**src/rtl/ldst_pkg.sv**
```systemverilog
// Shared types and default constants for the ld/ldi/st control sequencer.
package ldst_pkg;

    localparam int unsigned OPC_W_DEF = 5;

    localparam logic [OPC_W_DEF-1:0] DEF_OP_LD   = 5'b00000;
    localparam logic [OPC_W_DEF-1:0] DEF_OP_LDI  = 5'b00001;
    localparam logic [OPC_W_DEF-1:0] DEF_OP_ST   = 5'b00010;
    localparam logic [OPC_W_DEF-1:0] DEF_ALU_ADD = 5'b00011;

    typedef enum logic [3:0] {
        IDLE, T0, T1, T2, T3, T4, T5, T6, T7, DONE, ERR
    } state_t;

    typedef enum logic [1:0] {
        K_LD, K_LDI, K_ST
    } kind_t;

    // One-hot datapath/memory strobes plus status flags, registered together
    typedef struct packed {
        logic pc_out;
        logic inc_pc;
        logic pc_in;
        logic mar_in;
        logic mdr_in;
        logic mdr_out;
        logic ir_in;
        logic read;
        logic write;
        logic gra;
        logic grb;
        logic r_in;
        logic r_out;
        logic ba_out;
        logic c_out;
        logic y_in;
        logic zlow_in;
        logic zlow_out;
        logic busy;
        logic done;
        logic err;
    } strobe_t;

    // States that stall on mem_ready and are guarded by the timeout counter
    function automatic logic is_wait(state_t s, kind_t k);
        return (s == T1) || (s == T6 && k == K_LD) || (s == T7 && k == K_ST);
    endfunction

endpackage

```
**src/rtl/ldst_wait_timer.sv**
```systemverilog
// Loadable down-counter; expired is high once TMO wait cycles have been spent.
module ldst_wait_timer #(
    parameter int unsigned TMO = 16
) (
    input  logic clock,
    input  logic clear,
    input  logic load,
    input  logic dec,
    output logic expired
);

    localparam int unsigned CNT_W = (TMO > 1) ? $clog2(TMO) : 1;

    logic [CNT_W-1:0] cnt;

    // Loaded with TMO-1 so the TMO-th low cycle sees zero
    always_ff @(posedge clock or negedge clear) begin
        if (!clear) begin
            cnt <= '0;
        end else if (load) begin
            cnt <= CNT_W'(TMO - 1);
        end else if (dec && cnt != '0) begin
            cnt <= cnt - CNT_W'(1);
        end
    end

    assign expired = (cnt == '0);

endmodule

```
**src/rtl/ldst_sequencer.sv**
```systemverilog
// Moore control sequencer for ld/ldi/st with memory wait states and error state.
// Optional LDST_CYCCNT_EN adds cyc_cnt: busy cycles of the last completed instruction.
module ldst_sequencer
    import ldst_pkg::*;
#(
    parameter int unsigned      IR_W    = 32,
    parameter int unsigned      OPC_W   = OPC_W_DEF,
    parameter logic [OPC_W-1:0] OP_LD   = OPC_W'(DEF_OP_LD),
    parameter logic [OPC_W-1:0] OP_LDI  = OPC_W'(DEF_OP_LDI),
    parameter logic [OPC_W-1:0] OP_ST   = OPC_W'(DEF_OP_ST),
    parameter logic [OPC_W-1:0] ALU_ADD = OPC_W'(DEF_ALU_ADD),
    parameter int unsigned      MEM_TMO = 16
) (
    input  logic             clock,
    input  logic             clear,
    input  logic             start,
    input  logic [IR_W-1:0]  ir,
    input  logic             mem_ready,
    output logic             PCout,
    output logic             IncPC,
    output logic             PCin,
    output logic             MARin,
    output logic             MDRin,
    output logic             MDRout,
    output logic             IRin,
    output logic             Read,
    output logic             Write,
    output logic             Gra,
    output logic             Grb,
    output logic             Rin,
    output logic             Rout,
    output logic             BAout,
    output logic             Cout,
    output logic             Yin,
    output logic             ZLowIn,
    output logic             Zlowout,
    output logic [OPC_W-1:0] opcode,
    output logic             busy,
    output logic             done,
    output logic             err
`ifdef LDST_CYCCNT_EN
    ,
    output logic [15:0]      cyc_cnt
`endif
);

    state_t           state, state_nxt;
    kind_t            kind, kind_nxt;
    strobe_t          strb;
    logic [OPC_W-1:0] alu_op;
    logic [OPC_W-1:0] opc;
    logic             tmr_load, tmr_dec, tmr_exp;
    logic             unused_ir;

    assign opc       = ir[IR_W-1 -: OPC_W];
    assign unused_ir = ^ir[IR_W-OPC_W-1:0];

    // Strobe decode for a state; first marks the entry cycle of that state
    function automatic strobe_t decode(state_t s, kind_t k, logic first);
        strobe_t r;
        r      = '0;
        r.busy = (s != IDLE);
        case (s)
            T0: begin
                r.pc_out  = 1'b1;
                r.mar_in  = 1'b1;
                r.inc_pc  = 1'b1;
                r.zlow_in = 1'b1;
            end
            T1: begin
                r.zlow_out = 1'b1;
                r.pc_in    = first;
                r.read     = 1'b1;
                r.mdr_in   = 1'b1;
            end
            T2: begin
                r.mdr_out = 1'b1;
                r.ir_in   = 1'b1;
            end
            T3: begin
                r.grb    = 1'b1;
                r.ba_out = 1'b1;
                r.y_in   = 1'b1;
            end
            T4: begin
                r.c_out   = 1'b1;
                r.zlow_in = 1'b1;
            end
            T5: begin
                r.zlow_out = 1'b1;
                if (k == K_LDI) begin
                    r.gra  = 1'b1;
                    r.r_in = 1'b1;
                end else begin
                    r.mar_in = 1'b1;
                end
            end
            T6: begin
                r.mdr_in = 1'b1;
                if (k == K_ST) begin
                    r.gra   = 1'b1;
                    r.r_out = 1'b1;
                end else begin
                    r.read = 1'b1;
                end
            end
            T7: begin
                if (k == K_ST) begin
                    r.write = 1'b1;
                end else begin
                    r.mdr_out = 1'b1;
                    r.gra     = 1'b1;
                    r.r_in    = 1'b1;
                end
            end
            DONE:    r.done = 1'b1;
            ERR:     r.err  = 1'b1;
            default: ;
        endcase
        return r;
    endfunction

    // Next-state and opcode classification
    always_comb begin
        state_nxt = state;
        kind_nxt  = kind;
        case (state)
            IDLE: if (start) state_nxt = T0;
            T0:   state_nxt = T1;
            T1: begin
                if (mem_ready)    state_nxt = T2;
                else if (tmr_exp) state_nxt = ERR;
            end
            T2: state_nxt = T3;
            T3: begin
                if (opc == OP_LD) begin
                    kind_nxt  = K_LD;
                    state_nxt = T4;
                end else if (opc == OP_LDI) begin
                    kind_nxt  = K_LDI;
                    state_nxt = T4;
                end else if (opc == OP_ST) begin
                    kind_nxt  = K_ST;
                    state_nxt = T4;
                end else begin
                    state_nxt = ERR;
                end
            end
            T4: state_nxt = T5;
            T5: state_nxt = (kind == K_LDI) ? DONE : T6;
            T6: begin
                if (kind == K_ST || mem_ready) state_nxt = T7;
                else if (tmr_exp)              state_nxt = ERR;
            end
            T7: begin
                if (kind != K_ST || mem_ready) state_nxt = DONE;
                else if (tmr_exp)              state_nxt = ERR;
            end
            DONE:    state_nxt = IDLE;
            ERR:     if (start) state_nxt = IDLE;
            default: state_nxt = IDLE;
        endcase
    end

    assign tmr_load = is_wait(state_nxt, kind_nxt) && (state_nxt != state);
    assign tmr_dec  = is_wait(state, kind) && !mem_ready;

    ldst_wait_timer #(.TMO(MEM_TMO)) u_timer (
        .clock   (clock),
        .clear   (clear),
        .load    (tmr_load),
        .dec     (tmr_dec),
        .expired (tmr_exp)
    );

    // Outputs registered as the decode of the state being entered
    always_ff @(posedge clock or negedge clear) begin
        if (!clear) begin
            state  <= IDLE;
            kind   <= K_LD;
            strb   <= '0;
            alu_op <= '0;
        end else begin
            state  <= state_nxt;
            kind   <= kind_nxt;
            strb   <= decode(state_nxt, kind_nxt, state_nxt != state);
            alu_op <= (state_nxt == T4) ? ALU_ADD : '0;
        end
    end

    assign PCout   = strb.pc_out;
    assign IncPC   = strb.inc_pc;
    assign PCin    = strb.pc_in;
    assign MARin   = strb.mar_in;
    assign MDRin   = strb.mdr_in;
    assign MDRout  = strb.mdr_out;
    assign IRin    = strb.ir_in;
    assign Read    = strb.read;
    assign Write   = strb.write;
    assign Gra     = strb.gra;
    assign Grb     = strb.grb;
    assign Rin     = strb.r_in;
    assign Rout    = strb.r_out;
    assign BAout   = strb.ba_out;
    assign Cout    = strb.c_out;
    assign Yin     = strb.y_in;
    assign ZLowIn  = strb.zlow_in;
    assign Zlowout = strb.zlow_out;
    assign busy    = strb.busy;
    assign done    = strb.done;
    assign err     = strb.err;
    assign opcode  = alu_op;

`ifdef LDST_CYCCNT_EN
    logic [15:0] run_cnt;

    // Running busy-cycle count, published only when an instruction completes
    always_ff @(posedge clock or negedge clear) begin
        if (!clear) begin
            run_cnt <= '0;
            cyc_cnt <= '0;
        end else begin
            if (state == IDLE && start) begin
                run_cnt <= '0;
            end else if (state != IDLE && state != ERR && run_cnt != 16'hFFFF) begin
                run_cnt <= run_cnt + 16'd1;
            end
            if (state == DONE) begin
                cyc_cnt <= (run_cnt == 16'hFFFF) ? 16'hFFFF : run_cnt + 16'd1;
            end
        end
    end
`endif

endmodule

```
**config.mk**
```make
export PLATFORM = sky130hd
export DESIGN_NAME = ldst_sequencer
export DESIGN_NICKNAME = d
export VERILOG_FILES = /design/src/rtl/ldst_pkg.sv /design/src/rtl/ldst_wait_timer.sv /design/src/rtl/ldst_sequencer.sv
export SDC_FILE = /design/constraint.sdc
export NUM_CORES = 1
export LEC_CHECK = 0
export ABC_AREA = 1
export CORE_UTILIZATION = 40
export CTS_CLUSTER_DIAMETER = 80
export DETAILED_ROUTE_END_ITERATION = 10
export HOLD_SLACK_MARGIN = 0.15
export PLACE_DENSITY = 0.76
export SLEW_MARGIN = 20
export SYNTH_ARGS = -nofsm -noshare
export SYNTH_HDL_FRONTEND = slang
export SYNTH_SLANG_ARGS = --single-unit
export TNS_END_PERCENT = 1
```
**constraint.sdc**
```tcl
create_clock -name clock -period 1.45 [get_ports clock]
set_input_delay 0.435 -clock clock [delete_from_list [all_inputs] [get_ports clock]]
set_output_delay 0.435 -clock clock [all_outputs]
set_load 0.02 [all_outputs]
```
Yosys cells after proc, flatten, opt, wreduce, memory -nomap -nowiden. Index checks and enable logic that the tools add are counted.

Add/sub/neg operators: 1. Eq/ne operators: 27. Reductions and logical operators: 25. Multiplexer cells: 39.

Operator list (count): two-way mux 4 bit (12); one-hot mux 4 bit (10 select lines) (1); equality test 4 x 3 -> 1 bit, second input constant (8); equality test 4 bit, second input constant (5); equality test 4 x 2 -> 1 bit, second input constant (4); two-way mux 1 bit (15); two-way mux 2 bit (6); equality test 4 x 1 -> 1 bit, second input constant (2); zero test 4 bit (2); one-hot mux 1 bit (2 select lines) (4); nonzero test 4 bit (2); logical AND 1 bit (7); logical OR 1 bit (6); OR reduction 2 bit (3); equality test 5 x 1 -> 1 bit, second input constant (1); equality test 5 x 2 -> 1 bit, second input constant (1); zero test 5 bit (1); equality test 2 x 1 -> 1 bit, second input constant (2); equality test 2 bit, second input constant (2); zero test 2 bit (2); inequality test 4 bit (1); subtractor 4 x 1 -> 4 bit, second input constant (1); one-hot mux 1 bit (3 select lines) (1); inequality test 2 bit, second input constant (1); 2 further kinds (2).

Input bits: 36. Logic and storage cells: 115. Register bits: 31.

Longest topological paths before layout. Gate-level depths: netlist of the first run.

Depth after elaboration: 11. Mapped depth: 14. Gate-level depth less buffers: 14.

By module. A second synthesis of the first run with hierarchy kept.

Cells, all modules: 215. Area total of the unflattened synthesis: 1602.8 sq um.

Modules (own cells, without submodules): ldst_sequencer (area an instance 1336.3 sq um, cells an instance 183, times used 1, seq. area each 600.6 sq um); ldst_wait_timer (area an instance 266.5 sq um, cells an instance 32, times used 1, seq. area each 100.1 sq um).

Least setup slack after synthesis of the first run. Ideal clock, no wire load.

Path kind: register to register. From: reg u_timer.cnt[0]. To: reg u_timer.cnt[1]. Stages on the path, launching flop included: 12. Setup time: 0.120 ns. Data arrival time: 1.444 ns. Setup slack: -0.114 ns. Clock period less this slack: 1.564 ns. Cell sequence: dfrtp_1 inv_1 ha_1 nand2_1 nand2_1 nor2_4 nor2_2 nand3_1 a21oi_1 nand2_1 nand2_2 nand2_1.

Word-level cells in the longest chain between the ends: 10. Elaborated cells on any way between the ends: 21. Classes of those cells: add/sub (1); eq/ne (4); mux (7); reduce/logical (9).

RTL lines: from (decl) (line ldst_wait_timer.sv:14) `logic [CNT_W-1:0] cnt;`; from (signal assigned) (line ldst_wait_timer.sv:21) `cnt <= CNT_W'(TMO - 1);`; from (signal assigned) (line ldst_wait_timer.sv:23) `cnt <= cnt - CNT_W'(1);`; zero test 4 bit (line ldst_wait_timer.sv:27) `assign expired = (cnt == '0);`; two-way mux 4 bit (line ldst_sequencer.sv:132, ldst_sequencer.sv:153, ldst_sequencer.sv:157); two-way mux 4 bit (on tied branches) (line ldst_sequencer.sv:156, ldst_sequencer.sv:131, ldst_sequencer.sv:152); one-hot mux 4 bit (10 select lines) (line ldst_sequencer.sv:127) `case (state)`; equality test 4 x 3 -> 1 bit (line ldst_pkg.sv:46) `return (s == T1) || (s == T6 && k == K_LD) || (s == T7 && k == K_ST);`; logical AND 1 bit (line ldst_pkg.sv:46); logical OR 1 bit (2 in a row) (line ldst_pkg.sv:46); logical AND 1 bit (line ldst_sequencer.sv:165) `assign tmr_load = is_wait(state_nxt, kind_nxt) && (state_nxt != state);`; two-way mux 4 bit / nonzero test 2 bit (equally long branches).

Parallel ways exist; a longest one is shown, timed or not. The select of a mux whose other input is x is not followed. A chain may end at the register's enable or synchronous reset.

Worst setup path after layout of the first run.
From: reg state[2]. To: reg u_timer.cnt[0].

Elaborated cells on any way between the ends: 37. Classes of those cells: eq/ne (14); mux (9); reduce/logical (14).

RTL lines: from (decl) (line ldst_sequencer.sv:47) `state_t state, state_nxt;`; from (signal assigned) (line ldst_sequencer.sv:184) `state <= state_nxt;`; equality test 4 bit, or another cell as far along (line ldst_sequencer.sv:127); one-hot mux 4 bit (10 select lines) (*) (line ldst_sequencer.sv:127); net state_nxt[3] (line ldst_sequencer.sv:47); equality test 4 x 3 -> 1 bit (line ldst_pkg.sv:46); logical AND 1 bit (line ldst_pkg.sv:46); logical OR 1 bit (2 in a row) (line ldst_pkg.sv:46); logical AND 1 bit (*) (line ldst_sequencer.sv:165); two-way mux 4 bit / nonzero test 2 bit (equally long branches).

Mark *: on every way through the listed nets, which the timed path passes. The rest lies on a longest branch.

==> flow_summary.json, run 1 <==
{
  "p_switching_mw": 2.216,
  "synthDistinctLibCells": 23,
  "critPathArrivalTime_ns": 1.90,
  "grt_max_degree": 29,
  "cp.depth": 13,
  "gr-total-overflow": 0,
  "finalSetupViolCount": 17,
  "critPathBufInv": 1,
  "port_buffers": 31,
  "clkSlewWorstSetupHoldPaths_ns": 0.10,
  "r2r_setup_slack_ns": -0.28,
  "synthDominantCellAreaShare_pct": 42.36,
  "antenna_found_initial": 0,
  "row_count": 23,
  "finalWeightedCongestion": 0.9158,
  "swShare_pct": 45.35,
  "internal-power_mw": 2.671,
  "grt_pass1_wl_um": 6817,
  "synthAdderAreaFrac_pct": 0.7564,
  "criticalPathCategory": "flop to flop",
  "fp.dieW_um": 66.31,
  "synth_top_family_by_area": "simple AND/OR/NAND/NOR gates",
  "p_seq_share_pct": 24.6,
  "dieHeight_um": 66.31,
  "critPathRequiredTime_ns": 1.62,
  "synth_area_mm2": 0.001654,
  "synth-compound-area-share_pct": 2.345,
  "ys_seq_area_share_pct": 42.36,
  "dpl.hpwl_um": 2990,
  "endpoint_kind": "flop",
  "num_vias": 1643,
  "fin_skew_ns": 0.005499,
  "slowest_stage": "dfrtp_2",
  "r2r-start": "state[2]",
  "synth_xor_area_share_pct": 1.589,
  "root_buffer": "clkbuf_8",
  "drive_gt1_share_pct": 39.45,
  "final_max_slew_viol_count": 0,
  "synthMuxAreaShare_pct": 0,
  "rsz0062_at_grt": "true",
  "cts_tree": "done",
  "grt_pass1_vias": 1601,
  "hold_buffers": 0,
  "cts.sinks": 28,
  "crit_fanout": 6,
  "min_period_ns": 1.732,
  "syn_to_final_growth_pct": 50.68,
  "cp-start-kind": "flop",
  "violations": "setup timing",
  "coreArea_mm2": 0.003971,
  "status": "finished, violations left",
  "total_power_mw": 4.887,
  "postSynthAreaPerCell_um2": 7.623,
  "powerDensity_mw_per_mm2": 1961,
  "viasPerCell": 4.847,
  "top_regs": "state (4), u_timer.cnt (4), kind (2)",
  "ant_nets": 0,
  "ioPinCount": 62,
  "wl_per_cell_um": 12.68,
  "wirelength_um": 4300,
  "leakage_nw": 1.424,
  "drt_iter0_markers": 70,
  "max_stage_delay_ns": 0.46,
  "cts_inserted_buffers": 3,
  "dp_slack_ns": -0.7195,
  "track_usage_pct": 20.52,
  "cap_viol_max_count": 0,
  "syn_inst": 217,
  "final_util_pct": 62.76,
  "cp_top_family": "simple AND/OR/NAND/NOR gates",
  "route.detailed.drc": 0,
  "fillerInstances": 331,
  "dieArea_mm2": 0.004396,
  "vdd_drop_max_uv": 673.0,
  "num-nets-final": 327,
  "worst_path_most_repeated_cell": "nand2_1",
  "path_cells": "inv_2, nand2_2, nor2_4, nand2_1, nand2_1, nor2_4, nand3_4, nand2_1, nand2_1, nor2_1, nand2_1, nand2_2, nand2_1",
  "reg2reg_to": "u_timer.cnt[0]",
  "synth_simple_gate_area_share_pct": 40.70,
  "synth_area_leaders": "dfrtp_1 (42%), nand2_1 (13%), inv_1 (7.3%), nor2_1 (6.1%), nand3_1 (5.1%)",
  "start_util_pct": 41.65,
  "reg2reg_depth": 13,
  "drtPass1Iterations": 4,
  "finalHoldViolCount": 0,
  "cts_max_path_buffers": 2,
  "fin_ws_ns": -0.2822,
  "ys_ff_latch": 28,
  "yosysWarnings": 0,
  "ctsHtreeMaxLevel": 1,
  "synth_top_area_cell": "dfrtp_1",
  "period_share_pct": 119.5,
  "diodes": 0,
  "clk_latency_ns": 0.28,
  "p_comb_share_pct": 65.3,
  "clkPwrFrac_pct": 10.1,
  "fmax_ghz": 0.5773,
  "holdCritPathClass": "primary input to async pin"
}
[cells in the final DEF, fill, tap and decap left out, types with 2 or more instances in the layout]
cell type	instances
xor2_1	2
nor2_1	16
nand2_1	47
nand2_2	14
inv_2	7
nand3_2	3
nand3_1	16
o21ai_0	4
nand2_4	5
dlygate4sd2_1	22
dfrtp_2	4
nand4_1	5
dfrtp_1	24
nor2_4	15
inv_1	26
buf_4	42
nand3_4	3
nor2_2	8
clkdlybuf4s15_1	7
conb_1	3
clkbuf_8	4
[worst reg2reg max path, stage by stage (launching register included)]
cell and delay, ns:
dfrtp_2 0.46, inv_2 0.09, nand2_2 0.08, nor2_4 0.05
nand2_1 0.10, nand2_1 0.10, nor2_4 0.15, nand3_4 0.13
nand2_1 0.09, nand2_1 0.05, nor2_1 0.09, nand2_1 0.07
nand2_2 0.10, nand2_1 0.07
[timing repair]
action,CTS,global route
gates resized for setup,58,26
buffers inserted,8,3
gates cloned,0,0
pin swaps,23,13
endpoints found under the setup margin,40,25
[cells by family after synthesis]
| logic type | count (synthesis) |
|---|---|
| xor+xnor | 3 |
| buf+inv | 44 |
| flops | 28 |
| other cells | 1 |
| compound gates | 7 |
| fa+ha+maj | 1 |
| simple gates | 133 |
[cell type report]
cell class / instances / area, µm² / share of cell area (%)
Multi-Input combinational cell: 147 / 907.1 / 36.40
Inverter: 35 / 137.6 / 5.522
Sequential cell: 28 / 705.7 / 28.31
Tap cell: 50 / 62.56 / 2.510
Clock buffer: 4 / 55.05 / 2.209
Timing Repair Buffer: 75 / 624.3 / 25.05
[power groups by stage]
stage	sequential, mW	combinational, mW	clock, mW
after detailed placement	1.20	2.73	0
after floorplan	1.38	1.42	0
after global placement	1.20	2.66	0
final	1.20	3.19	0.494
after CTS	1.18	2.91	0.493
after global routing	1.23	3.45	0.523
[per-layer routing]
layer	part of all wire (%)	global-route usage, %
met1	42	24.38
met2	51	37.37
met3	4.3	2.414
met4	2.9	7.713
met5	0	0
[stage by stage]
stage / cells / TNS, ns / cell area [µm²] / hold slack (ns)
floorplan: 219 / -0.4676 / 1688 / 0.1394
global placement: 324 / -10.78 / 2253 / 0.5205
detailed placement: 324 / -11.58 / 2253 / 0.5358
CTS: 336 / -2.425 / 2414 / 0.5124
global route: 339 / -4.682 / 2492 / 0.5264
finish: 339 / -2.982 / 2492 / 0.5054
[worst max-delay path by stage]
stage | from | endpoint | slack, ns
2_1_floorplan | u_timer.cnt[0] | u_timer.cnt[1] | -0.08
3_3_place_gp | mem_ready | u_timer.cnt[1] | -0.68
3_5_place_dp | mem_ready | u_timer.cnt[0] | -0.72
4_1_cts | state[1] | u_timer.cnt[0] | -0.25
5_1_grt | state[1] | u_timer.cnt[2] | -0.39
6_report | state[2] | u_timer.cnt[0] | -0.28
[cells in the mapped netlist]
library cell and n:
nor2_2 7, dfrtp_1 28, nand2_1 57, nand2_2 5, o21ai_1 1, nand3b_1 1, xor2_1 2, a21oi_1 1
nand3_1 17, nand4_1 5, ha_1 1, a21oi_2 1, xnor2_1 1, conb_1 1, nor2_4 5, nand2_4 4
buf_4 9, inv_1 32, o21ai_0 4, nor2_1 27, nand3_2 4, nand3_4 1, inv_2 3
Note: power is estimated with default switching activity, not from simulation.
==> inputs of run 2 (changes only) <==
CORE_ASPECT_RATIO = 0.75   (was not set)
==> flow_summary.json, run 2 (synthesized netlist as in run 1, its figures left out) <==
{
  "finalSetupViolCount": 18,
  "vdd_drop_max_uv": 1357,
  "fin_skew_ns": 0.003419,
  "fp.dieW_um": 76.26,
  "powerDensity_mw_per_mm2": 1927,
  "clkPwrFrac_pct": 9.2,
  "drive_gt1_share_pct": 44.03,
  "route.detailed.drc": 0,
  "max_stage_delay_ns": 0.44,
  "critPathArrivalTime_ns": 1.92,
  "dieArea_mm2": 0.004399,
  "clkSlewWorstSetupHoldPaths_ns": 0.08,
  "p_seq_share_pct": 23.8,
  "root_buffer": "clkbuf_8",
  "finalWeightedCongestion": 0.8954,
  "final_cell_area_mm2": 0.002577,
  "clk_latency_ns": 0.27,
  "syn_to_final_growth_pct": 55.82,
  "critPathRequiredTime_ns": 1.60,
  "fin_ws_ns": -0.3165,
  "wl_per_cell_um": 12.06,
  "holdCritPathClass": "primary input to async pin",
  "viasPerCell": 4.643,
  "internal-power_mw": 2.783,
  "min_period_ns": 1.767,
  "regArea_um2": 703.2,
  "ctsHtreeMaxLevel": 1,
  "dpl.hpwl_um": 3061,
  "gr-total-overflow": 0,
  "layout.cells.most_common_list": "buf_4 (44), nand2_1 (43), dlygate4sd2_1 (28)",
  "crit_fanout": 4,
  "multiInputGateArea_um2": 949.7,
  "track_usage_pct": 18.81,
  "cts.sinks": 28,
  "cts_tree": "done",
  "violations": "setup timing",
  "ant_nets": 0,
  "criticalPathCategory": "flop to flop",
  "grt_pass1_vias": 1430,
  "slowest_stage": "dfrtp_1",
  "grt_max_degree": 29,
  "num-nets-final": 331,
  "layout_commonest_cell": "buf_4",
  "place_area_mm2": 0.002293,
  "coreArea_mm2": 0.003804,
  "final_max_slew_viol_count": 0,
  "p_comb_share_pct": 67.0,
  "antenna_found_initial": 0,
  "finalHoldViolCount": 0,
  "num_vias": 1602,
  "fmax_ghz": 0.5661,
  "p_switching_mw": 2.183,
  "grt_pass1_wl_um": 6341,
  "rsz0062_at_grt": "true",
  "drt_iter0_markers": 105,
  "status": "finished, violations left",
  "drtPass1Iterations": 4,
  "cts_max_path_buffers": 2,
  "leakage_nw": 1.503,
  "ioPinCount": 62,
  "cp-start-kind": "flop",
  "row_count": 19,
  "total_power_mw": 4.966,
  "endpoint_kind": "flop",
  "path_cells": "inv_2, nand2_4, nor2_4, nand2_4, inv_2, o21ai_2, nor2_2, nand3b_1, nand3_1",
  "dieHeight_um": 57.69,
  "cap_viol_max_count": 0,
  "wirelength_um": 4161,
  "period_share_pct": 121.8,
  "swShare_pct": 43.96,
  "top_regs": "state (4), u_timer.cnt (4), kind (2)",
  "diodes": 0,
  "port_buffers": 31,
  "cts_inserted_buffers": 3,
  "fillerInstances": 348,
  "start_util_pct": 43.49
}
run 2: layout make-up:
type	instances	area share (%)
well taps	52	2.524
clock buffers	4	2.136
flip-flops and latches	28	27.28
repair buffers	79	25.58
multi-input cells	147	36.84
inverters	35	5.631
run 2: layer usage:
metal / global-route usage (%) / vias to the layer above / wire length, µm
met1: 26.42 / 734 / 1928
met2: 30.76 / 49 / 1936
met5: 0 / - / 0
li1: - / 810 / -
met4: 4.396 / 0 / 51
met3: 3.307 / 9 / 245
run 2: critical path, delay by kind of cell, from the launching register on:
kind / cells / cell delay (ns)
buf+inv: 2 / 0.21
simple gates: 6 / 0.92
compound gates: 1 / 0.08
flops: 1 / 0.44
run 2: metrics by stage:
step	worst slack (ns)	setup TNS (ns)	cells	util, %	hold slack (ns)
global placement	-0.6513	-11.03	331	60.30	0.5148
global route	-0.4193	-5.364	345	67.76	0.5161
detailed placement	-0.6988	-11.95	331	60.30	0.5295
finish	-0.3165	-3.919	345	67.76	0.5074
floorplan	-0.07688	-0.4676	219	-	0.1394
CTS	-0.2321	-2.389	340	63.72	0.5086
run 2: repair_timing:
| item | in CTS | in global routing |
|---|---|---|
| pin swaps | 20 | 26 |
| buffers inserted | 5 | 6 |
| setup endpoints to repair | 44 | 19 |
| resized for setup | 60 | 36 |
| hold buffers | 0 | 0 |
run 2: path summary, 6_finish.rpt:
path / slack, ns / from / cells past startpoint / end
setup / recovery: -0.32 / state[1] / 9 / Gra
setup reg to reg: -0.32 / state[1] / 9 / Gra
min in group clock: 0.55 / u_timer.cnt[1] / 2 / u_timer.cnt[1]
max in group asynchronous: 0.79 / clear / 2 / state[0]
hold / removal: 0.51 / clear / 2 / Zlowout
hold reg to reg: 0.55 / u_timer.cnt[1] / 2 / u_timer.cnt[1]
run 2: power by group through the flow:
stage / clock network, mW / registers (mW) / logic, mW
finish: 0.455 / 1.18 / 3.33
global placement: 0 / 1.19 / 2.78
CTS: 0.465 / 1.18 / 2.98
global route: 0.485 / 1.22 / 3.59
detailed placement: 0 / 1.19 / 2.83
floorplan: 0 / 1.38 / 1.42
